## src/rtl/dot_product_sorter.sv

```systemverilog
// dot_product_sorter: collects a frame of complex dot-product results, forms
// re^2+im^2 for each, keeps them in a descending insertion-sort register array
// and streams the sorted list out with each result's arrival index.
//
// Ports:
//   clk, rst                      clock, synchronous active-high reset
//   in_valid/in_ready             input handshake
//   in_real, in_imag              signed result components (WIDTH bits)
//   in_last                       final result of the frame
//   out_valid/out_ready           output handshake
//   out_mag                       unsigned squared magnitude (2*WIDTH bits)
//   out_idx                       arrival index within the frame
//   out_last                      final sorted entry of the frame
//   busy                          low only when idle in FILL with nothing held
module dot_product_sorter #(
  parameter int unsigned WIDTH = 16,
  parameter int unsigned DEPTH = 8,
  parameter int unsigned IDX_W = 3
) (
  input  logic                    clk,
  input  logic                    rst,
  input  logic                    in_valid,
  output logic                    in_ready,
  input  logic signed [WIDTH-1:0] in_real,
  input  logic signed [WIDTH-1:0] in_imag,
  input  logic                    in_last,
  output logic                    out_valid,
  input  logic                    out_ready,
  output logic [2*WIDTH-1:0]      out_mag,
  output logic [IDX_W-1:0]        out_idx,
  output logic                    out_last,
  output logic                    busy
);

  localparam int unsigned MAG_W = 2 * WIDTH;
  localparam int unsigned CNT_W = IDX_W + 1;

  typedef struct packed {
    logic             vld;
    logic [MAG_W-1:0] mag;
    logic [IDX_W-1:0] idx;
  } entry_t;

  typedef enum logic [1:0] {
    FILL    = 2'd0,
    LASTINS = 2'd1,
    DRAIN   = 2'd2
  } state_t;

  state_t           state;
  state_t           state_nxt;
  entry_t           slot     [DEPTH];
  entry_t           slot_nxt [DEPTH];
  entry_t           stage;
  logic [CNT_W-1:0] count;
  logic [CNT_W-1:0] arr_cnt;
  logic [DEPTH-1:0] gt;

  logic             in_xfer;
  logic             out_xfer;
  logic             frame_end;
  logic             drain_done;

  logic signed [MAG_W-1:0] re_ext;
  logic signed [MAG_W-1:0] im_ext;
  logic signed [MAG_W-1:0] re_sq;
  logic signed [MAG_W-1:0] im_sq;
  logic [MAG_W-1:0]        mag_c;

  // Squared magnitude; both squares are non-negative so the sum fits unsigned.
  assign re_ext = MAG_W'(in_real);
  assign im_ext = MAG_W'(in_imag);
  assign re_sq  = re_ext * re_ext;
  assign im_sq  = im_ext * im_ext;
  assign mag_c  = $unsigned(re_sq) + $unsigned(im_sq);

  assign in_xfer    = in_valid & in_ready;
  assign out_xfer   = out_valid & out_ready;
  // Frame closes on in_last or on the transfer that fills the last slot.
  assign frame_end  = in_xfer & (in_last | (arr_cnt == CNT_W'(DEPTH - 1)));
  assign drain_done = out_xfer & (count == CNT_W'(1));

  // State register
  always_ff @(posedge clk) begin
    if (rst) state <= FILL;
    else     state <= state_nxt;
  end

  // Next-state logic
  always_comb begin
    state_nxt = state;
    case (state)
      FILL:    if (frame_end) state_nxt = LASTINS;
      LASTINS: state_nxt = DRAIN;
      DRAIN:   if (drain_done) state_nxt = FILL;
      default: state_nxt = FILL;
    endcase
  end

  // Output decode; everything is forced low while reset is held.
  always_comb begin
    in_ready  = 1'b0;
    out_valid = 1'b0;
    out_mag   = '0;
    out_idx   = '0;
    out_last  = 1'b0;
    busy      = 1'b0;
    if (!rst) begin
      busy = !((state == FILL) && (count == '0) && !stage.vld);
      case (state)
        FILL: in_ready = 1'b1;
        DRAIN: begin
          out_valid = 1'b1;
          out_mag   = slot[0].mag;
          out_idx   = slot[0].idx;
          out_last  = (count == CNT_W'(1));
        end
        default: ;
      endcase
    end
  end

  // Array update: shift up on drain, or insert the staged entry.
  // gt[] is monotonic (array descending, empties at the bottom), so slot i
  // shifts down exactly when the insertion point lies above it. Ties do not
  // set gt, keeping earlier arrivals ahead.
  always_comb begin
    for (int i = 0; i < DEPTH; i++) begin
      gt[i]       = !slot[i].vld || (stage.mag > slot[i].mag);
      slot_nxt[i] = slot[i];
    end
    if (state == DRAIN) begin
      if (out_xfer) begin
        for (int i = 0; i < DEPTH - 1; i++) slot_nxt[i] = slot[i+1];
        slot_nxt[DEPTH-1] = '0;
      end
    end else if (stage.vld) begin
      for (int i = 0; i < DEPTH; i++)
        if (gt[i]) slot_nxt[i] = '{vld: 1'b1, mag: stage.mag, idx: stage.idx};
      for (int i = 1; i < DEPTH; i++)
        if (gt[i-1]) slot_nxt[i] = slot[i-1];
    end
  end

  // Datapath registers
  always_ff @(posedge clk) begin
    if (rst) begin
      for (int i = 0; i < DEPTH; i++) slot[i] <= '0;
      stage   <= '0;
      count   <= '0;
      arr_cnt <= '0;
    end else begin
      for (int i = 0; i < DEPTH; i++) slot[i] <= slot_nxt[i];
      stage.vld <= in_xfer;
      if (in_xfer) begin
        stage.mag <= mag_c;
        stage.idx <= arr_cnt[IDX_W-1:0];
      end
      if (drain_done)   arr_cnt <= '0;
      else if (in_xfer) arr_cnt <= arr_cnt + CNT_W'(1);
      if (stage.vld)     count <= count + CNT_W'(1);
      else if (out_xfer) count <= count - CNT_W'(1);
    end
  end

endmodule

```

## config.mk

```make
export PLATFORM = sky130hd
export DESIGN_NAME = dot_product_sorter
export DESIGN_NICKNAME = d
export VERILOG_FILES = /design/src/rtl/dot_product_sorter.sv
export SDC_FILE = /design/constraint.sdc
export NUM_CORES = 2
export LEC_CHECK = 0
export ABC_AREA = 1
export BUFFER_PORTS_ARGS = -buffer_cell sky130_fd_sc_hd__buf_4
export CAP_MARGIN = 20
export CORE_MARGIN = 2
export CORE_UTILIZATION = 60
export DETAILED_ROUTE_END_ITERATION = 10
export PLACE_DENSITY = 0.76
export SYNTH_ARGS = -nofsm -noshare
export SYNTH_HDL_FRONTEND = slang
export SYNTH_SLANG_ARGS = --single-unit
```

## constraint.sdc

```tcl
create_clock -name clk -period 9.25 [get_ports clk]
set_clock_uncertainty 0.15 [all_clocks]
set_input_delay 0.925 -clock clk [delete_from_list [all_inputs] [get_ports clk]]
set_output_delay 0.925 -clock clk [all_outputs]
set_load 0.02 [all_outputs]
```

==> out/summary.txt <==
Hold EP: slot[1][108]
GP Congestion: 0.9182
H-tree depth: 2
Adder-Cell Fraction of Synth Area: 35.82%
clock-pin slew on the worst setup and hold paths: 0.06 ns
Post-Syn Instances: 6316
Avg Cell Area, Syn: 6.881 um^2
Synth Area in XOR/XNOR: 0.8666%
std cell rows: 98
reg-to-reg endpoint: slot[1][52]
Post-CTS Hold Buffers: 0
Worst-Skew Late Latency: 0.56 ns
FILL cells: 6612
Worst setup SP type: input pin
register area: 0.006686 mm^2
Crit Path Class: in2reg
synthesized net count: 7284
CTS tree: yes
GRT Total Usage: 30.53%
Port-buffer cells: 75
layout cells sized above 1: 3.837%
FF-to-FF Start: stage[34]
postcts setup bufs: 0
placed insts: 7090
EDFF count, synth: 0
Max Root-Sink Buffers: 3
WL/cell: 15.73 um
Final HPWL DP: 88510 um
final setup fails: 0
CP Data Arrival Time: 7.97 ns
initial drt markers: 2831
root buffer cell: clkbuf_16
R2R Setup Slk: 4.65 ns
area of the mapped netlist: 0.04346 mm^2
largest stage delay on the critical path: 0.54 ns
# IOs: 76
largest net degree at the start of global routing: 111
nets: 7149
CTS resizes: 0
number of global-route vias before repair: 37579
FF-to-FF path depth: 13
Hold Path Class: reg2reg
post-synthesis mux area share: 0%
status: complete, no violations
share of flip-flops with an asynchronous set or reset: 0%
final period demand of the worst path: 7.684 ns
Core ar.: 0.07161 mm^2
# DRC: 0
Cell Count, Final, Fillers Out: 7152
Simple-Gate Fraction of Synth Area: 27.48%
antenna-violating nets left: 0
crit path buf inv count: 5
CP max-delay cell: fa_1
Top delay family on crit path: adder cells
slew margin rel.: 30.21%
final-report max-slew violation count: 0
actual slew at the worst max-slew pin: 1.047 ns
WP data required: 9.54 ns
Worst Hold Launch: slot[1][108]
largest family of logic cells by synthesized area: adder cells
Final Cycle Share: 83.07%
Max Clk Rate: 130.1 MHz
multi-input logic area: 0.03108 mm^2
CTS Buf Count: 37
Die ar.: 0.07460 mm^2
crit path max fanout: 22
Diodes inserted: 0
Final Hold Vio Count: 0
synthesized flop and latch total: 334
RSZ-0062 raised after global routing: no
final wirelength: 112500 um
first-pass GRT wire length: 188100 um
Max-Cap Viols: 0
Worst Setup End Kind: register
DRT Pass-1 Iters: 8
Die Y: 273.1 um
CP most frequent cell: fa_1
Setup TNS: 0 ns
DR vias: 38046
sequential area share after synthesis: 15.39%
Starting Density: 60.69%
Die W: 273.1 um
global route overflow: 0
area grow syn2layout: 4.820%
# clock sinks: 334
vias per cell: 5.320
hold path cells: 2
Synth Area in Compound Gates: 7.339%
Ys Warns: 0
post-synth cell types: 47
top_reg_cell synth: dfxtp_1
initial antenna violation count: 0
cells by family after synthesis:
group / after synthesis
adder cells (fa/ha/maj): 931
AO/OA/AOI/OAI: 605
XOR/XNOR: 43
buffers and inverters: 1469
AND/OR/NAND/NOR: 2934
flip-flops: 334
synthesized netlist by cell type (3+ instances only):
cell / number / area (um^2)
buf_1: 27 / 101.4
buf_2: 75 / 375.4
nor3_1: 13 / 65.06
nor2_4: 3 / 33.78
clkinv_1: 3 / 11.26
buf_6: 3 / 33.78
o21ai_0: 243 / 1216
ha_1: 409 / 5117
inv_2: 3 / 11.26
fa_1: 522 / 10450
nor2_1: 838 / 3146
nand3_1: 463 / 2317
a21o_1: 9 / 67.56
nand2_1: 1540 / 5781
o21bai_1: 12 / 90.09
nor4_2: 4 / 50.05
dfxtp_1: 334 / 6686
a21oi_1: 299 / 1496
nand2_4: 3 / 33.78
o211ai_1: 4 / 30.03
nand4_4: 4 / 85.08
a31o_2: 3 / 26.28
or2_2: 9 / 56.30
xnor2_1: 23 / 201.4
nor4_1: 5 / 31.28
inv_1: 1155 / 4335
xor2_1: 20 / 175.2
nand2_2: 13 / 81.33
buf_4: 16 / 120.1
a31oi_1: 4 / 25.02
o21ai_1: 7 / 35.03
o21a_1: 15 / 112.6
nand4_1: 31 / 193.9
clkbuf_1: 185 / 694.4
layout make-up:
type	count	area share (%)
inverter	1163	9.616
timing repair buffer	132	2.274
clock inverter	6	0.1428
multi-input combinational	4513	68.24
tap	950	2.609
clock buffer	54	2.442
sequential	334	14.68
worst reg2reg max path, cell delays in order, from the launching register on:
cell and delay, ns:
dfxtp_1 0.29, buf_4 0.20, ha_1 0.34, nand2_1 0.07, nor2_1 0.17, nand2_1 0.14, nor4_2 0.45, nand4_1 0.18
nand2_1 0.66, nand4_4 0.71, nand2_2 0.85, nand2_1 0.12, nand2_1 0.11, nor2_1 0.06
sequential cells by signal, summed over array words and instances, names as in the netlist:
register  flops
stage        36
state         2
slot        288
arr_cnt       4
count         4
cells in the final DEF (no fill, tap or decap), types with 3 or more instances in the layout:
| cell type | n |
|---|---|
| nor4_2 | 4 |
| a21oi_1 | 299 |
| clkbuf_8 | 8 |
| inv_1 | 1155 |
| nor2_4 | 3 |
| nand4_4 | 4 |
| nand2_1 | 1537 |
| o211ai_1 | 4 |
| o21ai_1 | 7 |
| buf_4 | 129 |
| or2_2 | 9 |
| a31o_2 | 3 |
| xor2_1 | 20 |
| inv_2 | 3 |
| fa_1 | 522 |
| dfxtp_1 | 334 |
| nand3_1 | 463 |
| clkbuf_1 | 7 |
| ha_1 | 409 |
| nor2_1 | 838 |
| nand2_4 | 3 |
| nor4_1 | 5 |
| o21bai_1 | 12 |
| o21a_1 | 15 |
| a31oi_1 | 4 |
| xnor2_1 | 23 |
| nand2_2 | 16 |
| clkbuf_16 | 39 |
| nor3_1 | 13 |
| a21o_1 | 9 |
| o21ai_0 | 243 |
| nand4_1 | 31 |
metal layers:
metal	vias up	share of wire (%)	global-route usage [%]
li1	18927	-	-
met1	17678	44	40.98
met2	1252	47	52.33
met3	189	5.9	2.671
met4	0	3.0	9.520
met5	-	0	0
worst max path at each step:
stage	from	endpoint	slack, ns	cells past startpoint
finish	in_imag[15]	stage[27]	1.57	25
CTS	in_imag[15]	stage[27]	1.73	25
global route	in_imag[8]	stage[27]	1.19	25
floorplan	in_imag[15]	stage[27]	1.65	25
global placement	in_imag[15]	stage[27]	1.30	25
detailed placement	in_imag[15]	stage[27]	1.20	25
per-stage QoR:
step / setup WS (ns) / util, % / hold slack (ns) / cell area, um^2
CTS: 1.732 / 63.55 / 0.3151 / 45510
finish: 1.566 / 63.61 / 0.3142 / 45550
global route: 1.192 / 63.61 / 0.3264 / 45550
detailed placement: 1.204 / 61.90 / 0.3055 / 44330
global placement: 1.302 / 61.90 / 0.3021 / 44330
floorplan: 1.653 / - / 0.2890 / 43460
Power is left out: the tool's default activity adds up to more than one toggle a clock period on the data nets, which glitch-free logic cannot reach.
